### src/rtl/serial_arith_pkg.sv
// Shared types and defaults for the bit-serial arithmetic units.
package serial_arith_pkg;

  localparam int WIDTH_DEFAULT = 8;

  typedef enum logic [1:0] {
    IDLE  = 2'd0,
    SHIFT = 2'd1,
    DONE  = 2'd2
  } state_t;

endpackage

### src/rtl/full_subtractor.sv
// One-bit full subtractor: two half-subtractor stages whose borrows are ORed.
module full_subtractor (
  input  logic x,
  input  logic y,
  input  logic bin,
  output logic d,
  output logic bout
);

  logic hs1_d_s;
  logic hs1_b_s;
  logic hs2_b_s;

  assign hs1_d_s = x ^ y;
  assign hs1_b_s = ~x & y;
  assign d       = hs1_d_s ^ bin;
  assign hs2_b_s = ~hs1_d_s & bin;
  assign bout    = hs1_b_s | hs2_b_s;

endmodule

### src/rtl/serial_subtractor.sv
// Bit-serial LSB-first subtractor: diff = a - b, one bit per clock through a
// single full-subtractor cell with a registered borrow.
module serial_subtractor
  import serial_arith_pkg::*;
#(
  parameter int WIDTH = WIDTH_DEFAULT
) (
  input  logic             clk,
  input  logic             rst,
  input  logic             start,
  input  logic [WIDTH-1:0] a,
  input  logic [WIDTH-1:0] b,
  output logic             busy,
  output logic             done,
  output logic [WIDTH-1:0] diff,
  output logic             borrow_out
);

  localparam int CW = $clog2(WIDTH);
  localparam logic [CW-1:0] LAST_CNT = CW'(WIDTH - 1);

  state_t           state_r;
  logic [WIDTH-1:0] a_sh_r;
  logic [WIDTH-1:0] b_sh_r;
  logic [WIDTH-1:0] res_sh_r;
  logic [CW-1:0]    cnt_r;
  logic             br_r;

  logic             d_s;
  logic             br_next_s;
  logic [WIDTH-1:0] res_next_s;

  full_subtractor u_fs (
    .x    (a_sh_r[0]),
    .y    (b_sh_r[0]),
    .bin  (br_r),
    .d    (d_s),
    .bout (br_next_s)
  );

  assign res_next_s = {d_s, res_sh_r[WIDTH-1:1]};

  assign busy = (state_r == SHIFT);
  assign done = (state_r == DONE);

  // Control FSM, operand/result shifters, bit counter and result registers
  always_ff @(posedge clk or posedge rst) begin
    if (rst) begin
      state_r    <= IDLE;
      a_sh_r     <= '0;
      b_sh_r     <= '0;
      res_sh_r   <= '0;
      cnt_r      <= '0;
      br_r       <= 1'b0;
      diff       <= '0;
      borrow_out <= 1'b0;
    end else begin
      case (state_r)
        IDLE: begin
          if (start) begin
            a_sh_r   <= a;
            b_sh_r   <= b;
            br_r     <= 1'b0;
            cnt_r    <= '0;
            res_sh_r <= '0;
            state_r  <= SHIFT;
          end else begin
            state_r  <= IDLE;
          end
        end
        SHIFT: begin
          a_sh_r   <= {1'b0, a_sh_r[WIDTH-1:1]};
          b_sh_r   <= {1'b0, b_sh_r[WIDTH-1:1]};
          res_sh_r <= res_next_s;
          br_r     <= br_next_s;
          // The counter holds on the last bit so it never wraps for power-of-two widths
          if (cnt_r == LAST_CNT) begin
            diff       <= res_next_s;
            borrow_out <= br_next_s;
            state_r    <= DONE;
          end else begin
            cnt_r      <= cnt_r + CW'(1);
            state_r    <= SHIFT;
          end
        end
        DONE: begin
          state_r <= IDLE;
        end
        default: begin
          state_r <= IDLE;
        end
      endcase
    end
  end

endmodule
### config.mk
export PLATFORM = sky130hd
export DESIGN_NAME = serial_subtractor
export DESIGN_NICKNAME = d
export VERILOG_FILES = /design/src/rtl/serial_arith_pkg.sv /design/src/rtl/full_subtractor.sv /design/src/rtl/serial_subtractor.sv
export SDC_FILE = /design/constraint.sdc
export NUM_CORES = 1
export LEC_CHECK = 0
export CORE_MARGIN = 2
export CORE_UTILIZATION = 53
export DETAILED_ROUTE_END_ITERATION = 10
export GPL_ROUTABILITY_DRIVEN = 0
export PLACE_DENSITY = 0.76
export SYNTH_ARGS = -nofsm -noshare
export SYNTH_HDL_FRONTEND = slang
export SYNTH_SLANG_ARGS = --single-unit
### constraint.sdc
create_clock -name clk -period 1.62 [get_ports clk]
set_input_delay 0.486 -clock clk [delete_from_list [all_inputs] [get_ports clk]]
set_output_delay 0.486 -clock clk [all_outputs]
set_load 0.02 [all_outputs]
==> qor.csv, run 1 <==
metric,value,unit
worst path bufs/invs,1,
post-route insts no fill,235,
placed cells,227,
Fillers,272,
peak supply drop,0.815,mV
leak pwr,1.14,nW
Ports,30,
antenna-violating nets left,0,
Die X,64.8,microns
syn avg cell area,12.6,sq um
RSZ-0062 raised after global routing,no,
Root Buffer,clkbuf_8,
"Seq/Total Area, Yosys",0.485,
commonest cells in the netlist,"dfrtp_1 (38), inv_1 (20), nor4b_1 (11)",
die area,0.00420,sq mm
worst-path maximum fanout,4,
most frequent cell after synthesis,dfrtp_1,
Highest Clock Rate,648,MHz
Core Area,0.00361,sq mm
Starting Density,0.543,
fin util,0.672,
Via density,5.54,
final worst-path setup slack,0.0759,ns
Clock Path Buffers,2,
Netlist Area Pre-Place,0.00196,sq mm
H-Tree Level Count,2,
PD cells,1800,mW/mm^2
Gate power share,0.446,
first drt pass iteration count,4,
Critical R2R Capture,diff[3],
Worst Hold Path EP,a_sh_r[7],
critical path's top delay family,flip-flops,
Post-DP HPWL,2530,microns
vias in the first global route,1364,
Overflow after GRT,0,
largest net degree at the start of global routing,40,
IO buf count,29,
final net count,208,
Post-Synthesis Cells,155,
syn nets,177,
# hold bufs at CTS,0,
CP Cell Sequence,"and2b_1, buf_4",
Yosys reg bits,38,
clock sinks,38,
WP data required,1.13,ns
Area Overhead vs Synth,23.8,%
first-pass GRT wire length,6540,microns
TritonCTS clock tree,done,
"Hold Vio Cnt, Final",0,
Setup TNS,0,ns
via count,1302,
clock skew,0.00775,ns
final worst path period need,1.54,ns
Seq pwr share,0.380,
# Post-CTS Setup Buffers,0,
WL final,3680,microns
Arrival @ worst endpoint,1.06,ns
ranking of synthesized cells by area,"dfrtp_1 (49%), a221oi_2 (7.7%), mux2_4 (6.9%), nor4b_1 (4.9%), inv_1 (3.8%)",
cell count of the worst reg-to-reg path,5,
"Slowest-stage cell, CP",dfrtp_1,
number of max-cap violations,0,
Startpoint Class,flop,
CTS Buf Count,5,
gr usage total,0.207,
Critical Path End Type,output pin,
Final period util,0.953,
count of final max-slew check failures,0,
Yosys top cell by area,dfrtp_1,
drt initial violations,109,
WL/cell,15.7,microns
share of flip-flops with an asynchronous set or reset,1.00,
Residual DRC,0,
type of the worst setup path,flop to output pin,
min-delay src,a_sh_r[7],
top-area cell type share of the netlist area,0.485,
pre-CTS WS,-0.221,ns
sw frac,0.356,
Synth cell types,28,
sw power,1.55,mW
Int Pwr,2.81,mW
clock power share,0.174,
Row Count,22,
Hold Path Class,flop to flop,
Worst Max-Slew Pin Slew,0.447,ns
"EDFF count, synth",0,
multi-input logic area,836,sq um
status,"complete, no violations",
die height,64.8,microns
WHS Path Cells,2,
Reg2Reg Setup Slack,0.09,ns
clock-pin slew on the worst setup and hold paths,0.08,ns
Most used DFF post-synth,dfrtp_1,
share of cells above drive strength 1,0.251,
max_slew headroom,0.698,
final setup vio count,0,
Storage cell area,951,sq um
diode count,0,
Yosys warnings,0,
Clock Latency Late Sink,0.29,ns
r2r startpoint,cnt_r[0],
initial antenna violation count,0,
CP max stage delay,0.40,ns
-- cell usage in the layout (no fill, tap or decap), drive strengths merged, types with 3 or more instances in the layout --
cell	netlist	routed
nor2	10	10
and3	3	3
clkdlybuf4s50	0	18
a221oi	12	12
nor4b	15	15
buf	14	11
mux2	9	9
a211o	3	3
dlygate4sd2	0	9
clkbuf	0	8
dfrtp	38	38
nand3b	3	3
inv	20	20
a22o	8	8
-- cells by family after synthesis --
kind of cell               after synthesis  synth area share
muxes                                    9            0.0690
buffers and inverters                   34            0.0881
adders and majority gates                3            0.0230
DFF                                     38             0.485
and+or+nand+nor                         42             0.166
AOI/OAI and AO/OA                       29             0.169
-- flip-flops by register name, summed over array words and instances (netlist names) --
| name | count |
|---|---|
| a_sh_r | 8 |
| b_sh_r | 8 |
| borrow_out | 1 |
| br_r | 1 |
| cnt_r | 3 |
| diff | 8 |
| res_sh_r | 7 |
| state_r | 2 |
-- final cells by class --
class	instances	share of cell area
flip-flops and latches	38	0.392
multi-input cells	83	0.345
repair buffers	38	0.162
clock buffers	8	0.0454
inverters	20	0.0310
well taps	48	0.0248
-- worst max path at each step --
stage                from   endpoint  depth (start not counted)
6_report       state_r[1]       busy                          2
5_1_grt        state_r[1]       busy                          2
4_1_cts        state_r[0]    diff[6]                          4
3_5_place_dp        start  a_sh_r[1]                          4
3_3_place_gp        start  a_sh_r[1]                          4
2_1_floorplan  state_r[0]       done                          3
-- worst register-to-register path: cells and delay by family, from the launching register on --
kind,cells,cell delay (ns)
flip-flops,1,0.42
adder cells (fa/ha/maj),2,0.41
multiplexers,1,0.30
buffers and inverters,1,0.16
AND/OR/NAND/NOR,1,0.13
-- repair_timing --
action,4_1_cts,5_1_grt
pin swaps,0,0
hold endpoints to repair,0,0
gates resized for setup,17,2
setup endpoints to repair,11,10
-- per-stage QoR --
stage	power (mW)	hold WS [ns]	cell area, sq um
after CTS	4.40	0.503	2420
after global routing	4.68	0.512	2420
after global placement	3.60	0.474	2330
after detailed placement	3.73	0.485	2330
after floorplan	3.13	0.459	1960
final	4.37	0.499	2420
-- power by group through the flow --
stage	sequential (mW)	combinational [mW]	clock (mW)
finish	1.66	1.95	0.759
global route	1.71	2.15	0.808
CTS	1.66	1.97	0.769
detailed placement	1.68	2.05	0
global placement	1.65	1.95	0
floorplan	1.75	1.38	0
-- routing by layer --
metal | track usage | vias up | share of wire
li1 | - | 618 | -
met1 | 0.268 | 641 | 0.43
met2 | 0.323 | 38 | 0.50
met3 | 0.0625 | 5 | 0.059
met4 | 0.0824 | 0 | 0.014
met5 | 0 | - | 0
No activity file was read; power rests on OpenSTA's default activity.
==> inputs of run 2 (changes only) <==
--- a/config.mk
+++ b/config.mk
@@ -5,11 +5,12 @@
 export SDC_FILE = /design/constraint.sdc
 export NUM_CORES = 1
 export LEC_CHECK = 0
-export CORE_MARGIN = 2
+export CORE_MARGIN = 5
 export CORE_UTILIZATION = 53
 export DETAILED_ROUTE_END_ITERATION = 10
 export GPL_ROUTABILITY_DRIVEN = 0
 export PLACE_DENSITY = 0.76
+export SKIP_LAST_GASP = 1
 export SYNTH_ARGS = -nofsm -noshare
 export SYNTH_HDL_FRONTEND = slang
 export SYNTH_SLANG_ARGS = --single-unit
==> qor.csv, run 2 (synthesis gave the netlist of run 1 again) <==
metric,value,unit,change
Via density,5.68,,was 5.54
"commonest cells after routing, fill and taps aside","dfrtp_1 (38), inv_1 (20), clkdlybuf4s50_1 (18)",,unchanged
Final period util,0.986,,was 0.953
status,"complete, no violations",,unchanged
IO buf count,29,,unchanged
clock-pin slew on the worst setup and hold paths,0.08,ns,about the same
placed cells,227,,unchanged
diode count,0,,unchanged
Fillers,289,,was 272
critical path's top delay family,buffers and inverters,,was flip-flops
WL final,3650,microns,was 3680 microns
Starting Density,0.539,,was 0.543
Clock Path Buffers,2,,unchanged
DRT met1 WL,1540,microns,was 1580 microns
max_slew headroom,0.686,,was 0.698
H-Tree Level Count,2,,unchanged
cts repair resizes,13,,was 17
# Post-CTS Setup Buffers,0,,unchanged
worst path bufs/invs,2,,was 1
largest registers,"a_sh_r: 8 flops, b_sh_r: 8 flops, diff: 8 flops",,unchanged
Core Area,0.00363,sq mm,was 0.00361 sq mm
type of the worst setup path,input pin to flop,,was flop to output pin
Ports,30,,unchanged
Worst Hold Path EP,a_sh_r[7],,unchanged
Critical Path End Type,flop,,was output pin
Highest Clock Rate,626,MHz,was 648 MHz
die area,0.00501,sq mm,was 0.00420 sq mm
Critical R2R Capture,diff[4],,was diff[3]
WL/cell,15.5,microns,was 15.7 microns
largest net degree at the start of global routing,40,,unchanged
die height,70.8,microns,was 64.8 microns
count of final max-slew check failures,0,,unchanged
Root Buffer,clkbuf_8,,unchanged
PD cells,1790,mW/mm^2,was 1800 mW/mm^2
met2 WL,1830,microns,about the same
share of cells above drive strength 1,0.257,,was 0.251
CP Cell Sequence,"clkdlybuf4s50_1, buf_4, nor4b_1, a221oi_2",,"was and2b_1, buf_4"
metal3 WL,209,microns,was 216 microns
cell count of the worst reg-to-reg path,5,,unchanged
# hold bufs at CTS,0,,unchanged
instance count on the critical path,4,,was 2
final net count,208,,unchanged
Reg2Reg Setup Slack,0.08,ns,was 0.09 ns
drt initial violations,74,,was 109
final setup vio count,0,,unchanged
Worst Max-Slew Pin Slew,0.464,ns,was 0.447 ns
r2r startpoint,cnt_r[0],,unchanged
initial antenna violation count,0,,unchanged
vias in the first global route,1432,,was 1364
min-delay src,a_sh_r[7],,unchanged
clock sinks,38,,unchanged
final worst path period need,1.60,ns,was 1.54 ns
number of max-cap violations,0,,unchanged
Area Overhead vs Synth,22.5,%,was 23.8%
CP max stage delay,0.57,ns,was 0.40 ns
first drt pass iteration count,4,,unchanged
Startpoint Class,input pin,,was flop
Setup TNS,0,ns,unchanged
DR top layer,met4,,unchanged
WHS Path Cells,2,,unchanged
Die X,70.8,microns,was 64.8 microns
Clock Latency Late Sink,0.29,ns,about the same
Tot Pwr,4.29,mW,was 4.37 mW
Residual DRC,0,,unchanged
gr usage total,0.165,,was 0.207
Hold Path Class,flop to flop,,unchanged
RSZ-0062 raised after global routing,no,,unchanged
"commonest non-fill, non-tap cell in the layout",dfrtp_1,,unchanged
CTS Buf Count,5,,unchanged
via count,1335,,was 1302
Post-DP HPWL,2570,microns,was 2530 microns
leak pwr,1.12,nW,was 1.14 nW
worst-path maximum fanout,15,,was 4
antenna-violating nets left,0,,unchanged
Overflow after GRT,0,,unchanged
"Hold Vio Cnt, Final",0,,unchanged
peak supply drop,0.652,mV,was 0.815 mV
TritonCTS clock tree,done,,unchanged
post-route insts no fill,235,,unchanged
WP data required,1.78,ns,was 1.13 ns
Arrival @ worst endpoint,1.75,ns,was 1.06 ns
"Slowest-stage cell, CP",clkdlybuf4s50_1,,was dfrtp_1
first-pass GRT wire length,6580,microns,was 6540 microns
clock skew,0.00636,ns,was 0.00775 ns
Row Count,22,,unchanged
[run 2: changes by cell type in the layout (fill, tap and decap cells not counted)]
cell	delta
clkbuf_8	-2
buf_12	-1
clkbuf_2	+1
clkinv_2	+1
clkinvlp_4	+1
nor4b_1	-1
nor4b_2	+1
[run 2: metrics by stage]
stage	hold slack [ns]	setup WS, ns	cell area [sq um]	utilization
2_1_floorplan	0.459	0.102	1960	-
3_3_place_gp	0.474	-0.136	2320	0.638
3_5_place_dp	0.486	-0.248	2320	0.638
4_1_cts	0.505	-0.115	2400	0.661
5_1_grt	0.515	0.000585	2400	0.661
6_report	0.500	0.0230	2400	0.661
[run 2: final cells by class]
type | instances | area, sq um | area share
clock buffers | 6 | 82.6 | 0.0344
clock inverters | 2 | 12.5 | 0.00521
inverters | 20 | 75.1 | 0.0313
multi-input cells | 83 | 842 | 0.351
flip-flops and latches | 38 | 951 | 0.396
well taps | 48 | 60.1 | 0.0250
repair buffers | 38 | 378 | 0.157
[run 2: report_power, final]
group / switching (mW) / internal (mW)
Combinational: 0.957 / 0.992
Sequential: 0.271 / 1.39
Clock: 0.337 / 0.342
[run 2: worst max-delay path by stage]
stage	to	start	slack [ns]
5_1_grt	b_sh_r[3]	start	0.0006
3_3_place_gp	b_sh_r[5]	start	-0.14
2_1_floorplan	done	state_r[0]	0.10
4_1_cts	busy	state_r[1]	-0.12
6_report	a_sh_r[0]	start	0.02
3_5_place_dp	a_sh_r[0]	start	-0.25
[run 2: routing by layer]
metal | up-vias | track usage
li1 | 625 | -
met2 | 40 | 0.274
met4 | 0 | 0.0710
met1 | 663 | 0.199
met3 | 7 | 0.0511
met5 | - | 0
[run 2: tightest hold or removal path, delay by kind of cell, from the launching register on]
kind	cells	cell delay (ns)
DFF	1	0.35
and+or+nand+nor	1	0.05
AOI/OAI and AO/OA	1	0.06
